### src/rtl/memory_write_interface.sv
// Byte-serial memory write engine: latches a 32-bit word and its word address, then
// streams the word to a byte-wide memory as four bytes, using a ready handshake and a stall timeout.
module memory_write_interface #(
    parameter int unsigned TIMEOUT    = 15,
    parameter bit          BIG_ENDIAN = 1'b0
) (
    input  logic        clk,
    input  logic        rst,
    input  logic        start,
    input  logic [15:0] addrbus16,
    input  logic [31:0] databus32,
    input  logic        mem_rdy,
    output logic [17:0] addr18,
    output logic [7:0]  data8,
    output logic        mem_we,
    output logic        busy,
    output logic        done,
    output logic        err
);

    typedef enum logic [1:0] {
        IDLE  = 2'd0,
        WRITE = 2'd1,
        DONE  = 2'd2
    } state_t;

    // The wait count that aborts on the following stalled edge. A TIMEOUT of 0 never matches.
    localparam logic [7:0] WAIT_LAST = 8'((TIMEOUT == 0) ? 0 : TIMEOUT - 1);

    state_t      state;
    state_t      state_nxt;
    logic [15:0] addr_reg;
    logic [31:0] data_reg;
    logic [1:0]  byte_cnt;
    logic [7:0]  wait_cnt;
    logic        err_flag;
    logic        last_byte;
    logic        timeout_hit;
    logic [1:0]  lane;

    assign last_byte   = (byte_cnt == 2'd3);
    assign timeout_hit = (TIMEOUT != 0) && !mem_rdy && (wait_cnt == WAIT_LAST);

    always_ff @(posedge clk or posedge rst) begin
        if (rst) state <= IDLE;
        else     state <= state_nxt;
    end

    always_comb begin
        state_nxt = state;
        case (state)
            IDLE:    if (start) state_nxt = WRITE;
            WRITE:   if ((mem_rdy && last_byte) || timeout_hit) state_nxt = DONE;
            DONE:    state_nxt = IDLE;
            default: state_nxt = IDLE;
        endcase
    end

    // The byte counter never carries into addr_reg, so a transfer stays inside its word.
    always_ff @(posedge clk or posedge rst) begin
        if (rst) begin
            addr_reg <= '0;
            data_reg <= '0;
            byte_cnt <= '0;
            wait_cnt <= '0;
            err_flag <= 1'b0;
        end else begin
            case (state)
                IDLE: begin
                    if (start) begin
                        addr_reg <= addrbus16;
                        data_reg <= databus32;
                        byte_cnt <= '0;
                        wait_cnt <= '0;
                        err_flag <= 1'b0;
                    end
                end
                WRITE: begin
                    if (mem_rdy) begin
                        wait_cnt <= '0;
                        err_flag <= 1'b0;
                        if (!last_byte) byte_cnt <= byte_cnt + 2'd1;
                    end else begin
                        wait_cnt <= wait_cnt + 8'd1;
                        if (timeout_hit) err_flag <= 1'b1;
                    end
                end
                default: ;
            endcase
        end
    end

    always_comb begin
        mem_we = 1'b0;
        busy   = 1'b0;
        done   = 1'b0;
        err    = 1'b0;
        case (state)
            WRITE: begin
                mem_we = 1'b1;
                busy   = 1'b1;
            end
            DONE: begin
                busy = 1'b1;
                done = 1'b1;
                err  = err_flag;
            end
            default: ;
        endcase
    end

    assign lane   = BIG_ENDIAN ? ~byte_cnt : byte_cnt;
    assign data8  = data_reg[{lane, 3'b000} +: 8];
    assign addr18 = {addr_reg, byte_cnt};

endmodule

### config.mk
export PLATFORM = sky130hd
export DESIGN_NAME = memory_write_interface
export DESIGN_NICKNAME = d
export VERILOG_FILES = /design/src/rtl/memory_write_interface.sv
export SDC_FILE = /design/constraint.sdc
export NUM_CORES = 1
export LEC_CHECK = 0
export CAP_MARGIN = 20
export CORE_MARGIN = 2
export CORE_UTILIZATION = 50
export CTS_CLUSTER_SIZE = 20
export DETAILED_ROUTE_END_ITERATION = 6
export PLACE_DENSITY = 0.84
export RECOVER_POWER = 25
export SETUP_SLACK_MARGIN = 0.15
export SYNTH_ARGS = -nofsm -noshare
export SYNTH_HDL_FRONTEND = slang
export SYNTH_SLANG_ARGS = --single-unit
### constraint.sdc
create_clock -name clk -period 3.5 [get_ports clk]
set_input_delay 0.35 -clock clk [delete_from_list [all_inputs] [get_ports clk]]
set_output_delay 0.35 -clock clk [all_outputs]
set_load 0.02 [all_outputs]
==> results of run 1 <==
-- power breakdown --
part	internal [W]	switching, W	leakage, nW	total (W)
clock	0.000347	0.000260	0.0964	0.000607
combinational	0.000850	0.000645	0.752	0.00149
sequential	0.00101	0.000187	0.741	0.00120
total	0.00221	0.00109	1.59	0.00330
-- how the worst max path moves through the flow --
| stage | endpoint | slack, ps | cells after the start |
|---|---|---|---|
| final | data8[5] | 900 | 2 |
| after global routing | data8[4] | 770 | 2 |
| after CTS | data8[3] | 850 | 2 |
| after detailed placement | data8[5] | 1200 | 2 |
| after global placement | data8[4] | 1220 | 2 |
| after floorplan | wait_cnt[7] | 1620 | 7 |
-- critical path: cells and delay by family, from the launching register on --
family / cells / cell delay, ps
DFF: 1 / 790
muxes: 1 / 580
buffers and inverters: 1 / 550
-- metrics by stage --
| stage | hold slack, ps | utilization | setup slack [ps] | power (W) | cell area (um2) |
|---|---|---|---|---|---|
| after global routing | 519 | 0.736 | 772 | 0.00349 | 3830 |
| final | 502 | 0.736 | 902 | 0.00330 | 3830 |
| after floorplan | 428 | - | 1620 | 0.00213 | 2750 |
| after global placement | 483 | 0.699 | 1220 | 0.00267 | 3640 |
| after CTS | 357 | 0.736 | 848 | 0.00333 | 3830 |
| after detailed placement | 491 | 0.699 | 1200 | 0.00272 | 3640 |
-- cells in the final DEF (no fill, tap or decap), drive strengths merged, types with 2 or more instances in the layout --
cell type      instances
nor2                   9
mux2                  50
dfrtp                 61
mux2i                  2
clkdlybuf4s50         80
mux4                   8
a21oi                  2
buf                    3
nor3                   2
clkbuf                13
inv                    4
nand2                 10
clkinv                 2
o31ai                  2
nand3                  3
nand2b                 3
nor2b                  4
xnor2                  3
ha                     6
o21ai                  8
-- layer usage --
metal | GRT usage | share of wire | vias to the layer above | wire, um
li1 | - | - | 878 | -
met1 | 0.253 | 0.44 | 922 | 2360
met2 | 0.303 | 0.49 | 75 | 2650
met3 | 0.0494 | 0.070 | 3 | 379
met4 | 0.0667 | 0.0054 | 0 | 29
met5 | 0 | 0 | - | 0
-- cells by family after synthesis --
logic type               Yosys count  synth area share
multiplexers                      60             0.279
buffers and inverters             13            0.0191
AND/OR/NAND/NOR                   35            0.0634
adder cells (fa/ha/maj)            6            0.0273
AO/OA/AOI/OAI                     19            0.0451
XOR/XNOR                           3           0.00957
flip-flops                        61             0.556
-- cell type report --
class	count	area, um2
clock buffers	12	145
clock inverters	4	47.5
repair buffers	85	838
multi-input cells	123	1170
fillers	365	1380
well taps	70	87.6
flip-flops and latches	61	1530
inverters	4	15.0
==> run_results.csv, run 1 <==
group,metric,value,unit
run_status,status,"finished clean",
layout,finalNonFillerCells,359,
grt,grt_overflow,0,
setup_path,reg2reg_slack,1480,ps
sta,setup_violations,0,
setup_path,r2r_cells,5,
cts,cts_resized,0,
synthesis,yosysWarningCount,0,
layout,areaGrowthSynthToFinish,39.5,%
worst_hold_path,hold_class,"reg -> reg",
layout,largest_reg_flops,32,
floorplanning,ios,82,
setup_path,r2r_end,"data_reg[6]",
setup_path,worstPathArrival,2250,ps
cts,cts_tree,"built",
cts,clkTransAtPathRegs,60,ps
floorplanning,num_rows,26,
setup_path,r2r-start,"state[0]",
grt,grtUsageTotal,0.190,
synthesis,async_reset_ff_frac,1.00,
synthesis,yosysMostFrequentCell,"dfrtp_1",
sta,worstMarginPinSlew,979,ps
routing,ant_nets,0,
routing,dr.pass1.iters,4,
routing,drt-wirelength-per-cell,15.1,um
routing,num_vias,1878,
cts,postCtsSetupBuffers,0,
power_and_ir_drop,cellLeakagePower,1.59,nW
synthesis,synthTopCellsByArea,"dfrtp_1, mux2_2, mux4_2, ha_1, nand2_1",
worst_hold_path,min_path_cells,1,
sta,slew_violations,0,
placed_design,dp_cells,343,
setup_path,crit_path_max_incr_delay,790,ps
synthesis,synth_ff_type,"dfrtp_1",
setup_path,critPathRequiredTime,3150,ps
floorplanning,die_x,78.1,um
synthesis,synth_edf_count,0,
power_and_ir_drop,vdd_ir_drop_max,0.431,mV
synthesis,yosysSeqAreaShare,0.556,
cts,ctsHoldBuffers,0,
sta,post-route-period-util,0.742,
cts,clockBufferDepth,2,
synthesis,synth.distinct_cells,31,
synthesis,synthTopCellsByCount,"dfrtp_1, mux2_2, nand2_1, nor2_1, mux4_2",
sta,tns,0,ps
cts,insertion_delay,320,ps
synthesis,ys_ff_latch,61,
sta,maxSlewHeadroom,0.347,
synthesis,synth_top_cell_by_area,"dfrtp_1",
floorplanning,start_util,0.527,
sta,finClkSkew,7.69,ps
placed_design,dp_hpwl,3830,um
floorplanning,die_area,6100,um2
routing,vias_per_cell,5.23,
cts,numClockSinks,61,
synthesis,syn-num-nets,255,
cts,cts.htree.levels,3,
sta,hold_violations,0,
synthesis,netlist.area_leader.share,0.556,
synthesis,syn_area_per_cell,13.9,um2
layout,drive_gt1_frac,0.273,
grt,grt_pass1_vias,1888,
grt,grt_max_degree,41,
floorplanning,coreArea,5200,um2
grt,grt_first_pass_wirelength,9010,um
layout,fin_nets,342,
placed_design,portBuffers,81,
cts,numCtsBuffers,9,
worst_hold_path,hold_start,"data_reg[21]",
sta,rsz0062_at_grt,"no",
setup_path,crit_path_start_kind,"register",
setup_path,critPathSlowestCell,"dfrtp_1",
synthesis,synthCells,197,
routing,drt-initial-drc-count,80,
cts,cts_root_buf,"clkbuf_8",
layout,antenna_cells,0,
flow_run,max_cap_violations,0,
routing,drc_errors,0,
setup_path,startpoint,"byte_cnt[0]",
setup_path,crit_chain,"mux4_2 > clkdlybuf4s50_1",
synthesis,synth_area,2750,um2
sta,max_freq,385,MHz
setup_path,cp-end-kind,"output pin",
sta,period_needed,2600,ps
worst_hold_path,hold_path_end,"data_reg[21]",
routing,drt_wl_total,5410,um
floorplanning,die_y,78.1,um
setup_path,path_class,"reg -> out",
power_and_ir_drop,p_per_area,862,nW/um2
grt,antenna_found_initial,0,
setup_path,crit_path_max_fanout,13,
placed_design,gp_congestion,0.805,
(Power assumes the default switching activity.)
==> run 2: changes to the inputs <==
--- a/config.mk
+++ b/config.mk
@@ -7,10 +7,10 @@
 export LEC_CHECK = 0
 export CAP_MARGIN = 20
 export CORE_MARGIN = 2
-export CORE_UTILIZATION = 50
+export CORE_UTILIZATION = 47
 export CTS_CLUSTER_SIZE = 20
 export DETAILED_ROUTE_END_ITERATION = 6
-export PLACE_DENSITY = 0.84
+export PLACE_DENSITY = 0.8
 export RECOVER_POWER = 25
 export SETUP_SLACK_MARGIN = 0.15
 export SYNTH_ARGS = -nofsm -noshare
==> constraint.sdc (replaced) <==
create_clock -name clk -period 2.71 [get_ports clk]
set_input_delay 0.271 -clock clk [delete_from_list [all_inputs] [get_ports clk]]
set_output_delay 0.271 -clock clk [all_outputs]
set_load 0.02 [all_outputs]
==> run 2 against run 1 <==
Net effect: utilization down 5.3 points; sequential power rose by 29%; largest power group unchanged; critical path depth unchanged; first-iteration DRC count down 15%.
==> run_results.csv, run 2 (synthesis gave the netlist of run 1 again) <==
group,metric,value,unit
sta,post-route-period-util,0.843,
power_and_ir_drop,sw_frac_of_total,0.338,
placed_design,dp_hpwl,3620,um
sta,period_needed,2280,ps
layout,nFillCells,424,
layout,areaGrowthSynthToFinish,38.6,%
grt,grt_first_pass_wirelength,8090,um
worst_hold_path,hold_class,"reg -> reg",
sta,setup_ws,426,ps
setup_path,crit_path_start_kind,"register",
sta,setup_violations,0,
routing,ant_nets,0,
layout,final_common_cell,"clkdlybuf4s50_1",
setup_path,cp-end-kind,"output pin",
floorplanning,die_x,80.4,um
placed_design,gp_congestion,0.718,
power_and_ir_drop,pwr-share-clk,0.159,
cts,postCtsSetupBuffers,0,
power_and_ir_drop,cellLeakagePower,1.57,nW
power_and_ir_drop,seqPwrFrac,0.375,
cts,clockBufferDepth,2,
layout,antenna_cells,0,
layout,drive_gt1_frac,0.274,
routing,vias_per_cell,5.09,
floorplanning,coreArea,5570,um2
power_and_ir_drop,power,0.00414,W
grt,grt_overflow,0,
setup_path,path_class,"reg -> out",
routing,drt-wirelength-per-cell,14.3,um
floorplanning,num_rows,27,
setup_path,worstPathArrival,2010,ps
placed_design,dp_cells,344,
flow_run,max_cap_violations,0,
sta,rsz0062_at_grt,"no",
sta,hold_violations,0,
grt,grt_max_degree,62,
layout,largest_reg_flops,32,
placed_design,dp_slack,532,ps
floorplanning,die_area,6470,um2
grt,antenna_found_initial,0,
placed_design,portBuffers,81,
grt,grt_pass1_vias,1748,
routing,num_vias,1831,
routing,drt-initial-drc-count,68,
grt,grtUsageTotal,0.168,
cts,clkTransAtPathRegs,60,ps
sta,maxSlewHeadroom,0.0245,
sta,tns,0,ps
power_and_ir_drop,p_per_area,1090,nW/um2
cts,ctsHoldBuffers,0,
sta,finClkSkew,6.89,ps
setup_path,critPathRequiredTime,2440,ps
power_and_ir_drop,vdd_ir_drop_max,0.603,mV
layout,finalNonFillerCells,360,
routing,drt_wl_total,5160,um
cts,cts.htree.levels,3,
layout,fin_nets,341,
floorplanning,start_util,0.492,
cts,numCtsBuffers,9,
routing,drc_errors,0,
routing,dr.pass1.iters,4,
power_and_ir_drop,cell_internal_pwr,0.00274,W
cts,cts_root_buf,"clkbuf_8",
power_and_ir_drop,p_sw,0.00140,W
sta,slew_violations,0,
sta,max_freq,438,MHz
layout,final_util,0.682,
sta,worstMarginPinSlew,1460,ps
cts,insertion_delay,320,ps
power_and_ir_drop,combPwrFrac,0.466,
setup_path,crit_path_max_fanout,13,
floorplanning,ios,82,
cts,cts_tree,"built",
layout,layout_common_cells,"clkdlybuf4s50_1, dfrtp_1, mux2_2",
cts,cts_resized,0,
run_status,status,"finished clean",
cts,numClockSinks,61,
floorplanning,die_y,80.4,um
[run 2: final timing paths]
check	from	end	slack, ps	depth (start not counted)
hold reg to reg	data_reg[22]	data_reg[22]	500	1
setup / recovery	byte_cnt[0]	data8[7]	430	2
setup reg to reg	state[0]	byte_cnt[0]	710	6
min in group asynchronous	rst	addr_reg[7]	900	3
hold / removal	data_reg[22]	data_reg[22]	500	1
max in group asynchronous	rst	byte_cnt[0]	830	3
[run 2: worst max-delay path, stage by stage (launching register included)]
cell	delay (ps)
dfrtp_2	580
mux4_2	560
clkdlybuf4s50_1	550
[run 2: routing by layer]
metal,vias to the layer above,wire (um),track usage
met1,881,2310,0.220
met3,4,420,0.0719
met5,-,0,0
met2,60,2390,0.250
met4,0,38,0.0610
li1,886,-,-
[run 2: metrics by stage]
stage                     instance area [um2]  hold slack, ps
after detailed placement                 3660             490
final                                    3800             502
after global routing                     3800             511
after global placement                   3660             483
after floorplan                          2750             349
after CTS                                3820             344
[run 2: cell type report]
type / instances / area (um2) / share of cell area
Inverter: 4 / 15.0 / 0.00395
Timing Repair Buffer: 84 / 843 / 0.222
Clock buffer: 11 / 131 / 0.0345
Multi-Input combinational cell: 123 / 1170 / 0.307
Tap cell: 72 / 90.1 / 0.0237
Clock inverter: 5 / 27.5 / 0.00724
Sequential cell: 61 / 1530 / 0.402
[run 2: power groups by stage]
stage,registers (W),clock network (W),logic [W]
final,0.00155,0.000658,0.00193
after global routing,0.00161,0.000729,0.00206
after CTS,0.00155,0.000680,0.00195
after detailed placement,0.00157,0,0.00195
after global placement,0.00156,0,0.00192
after floorplan,0.00164,0,0.00110
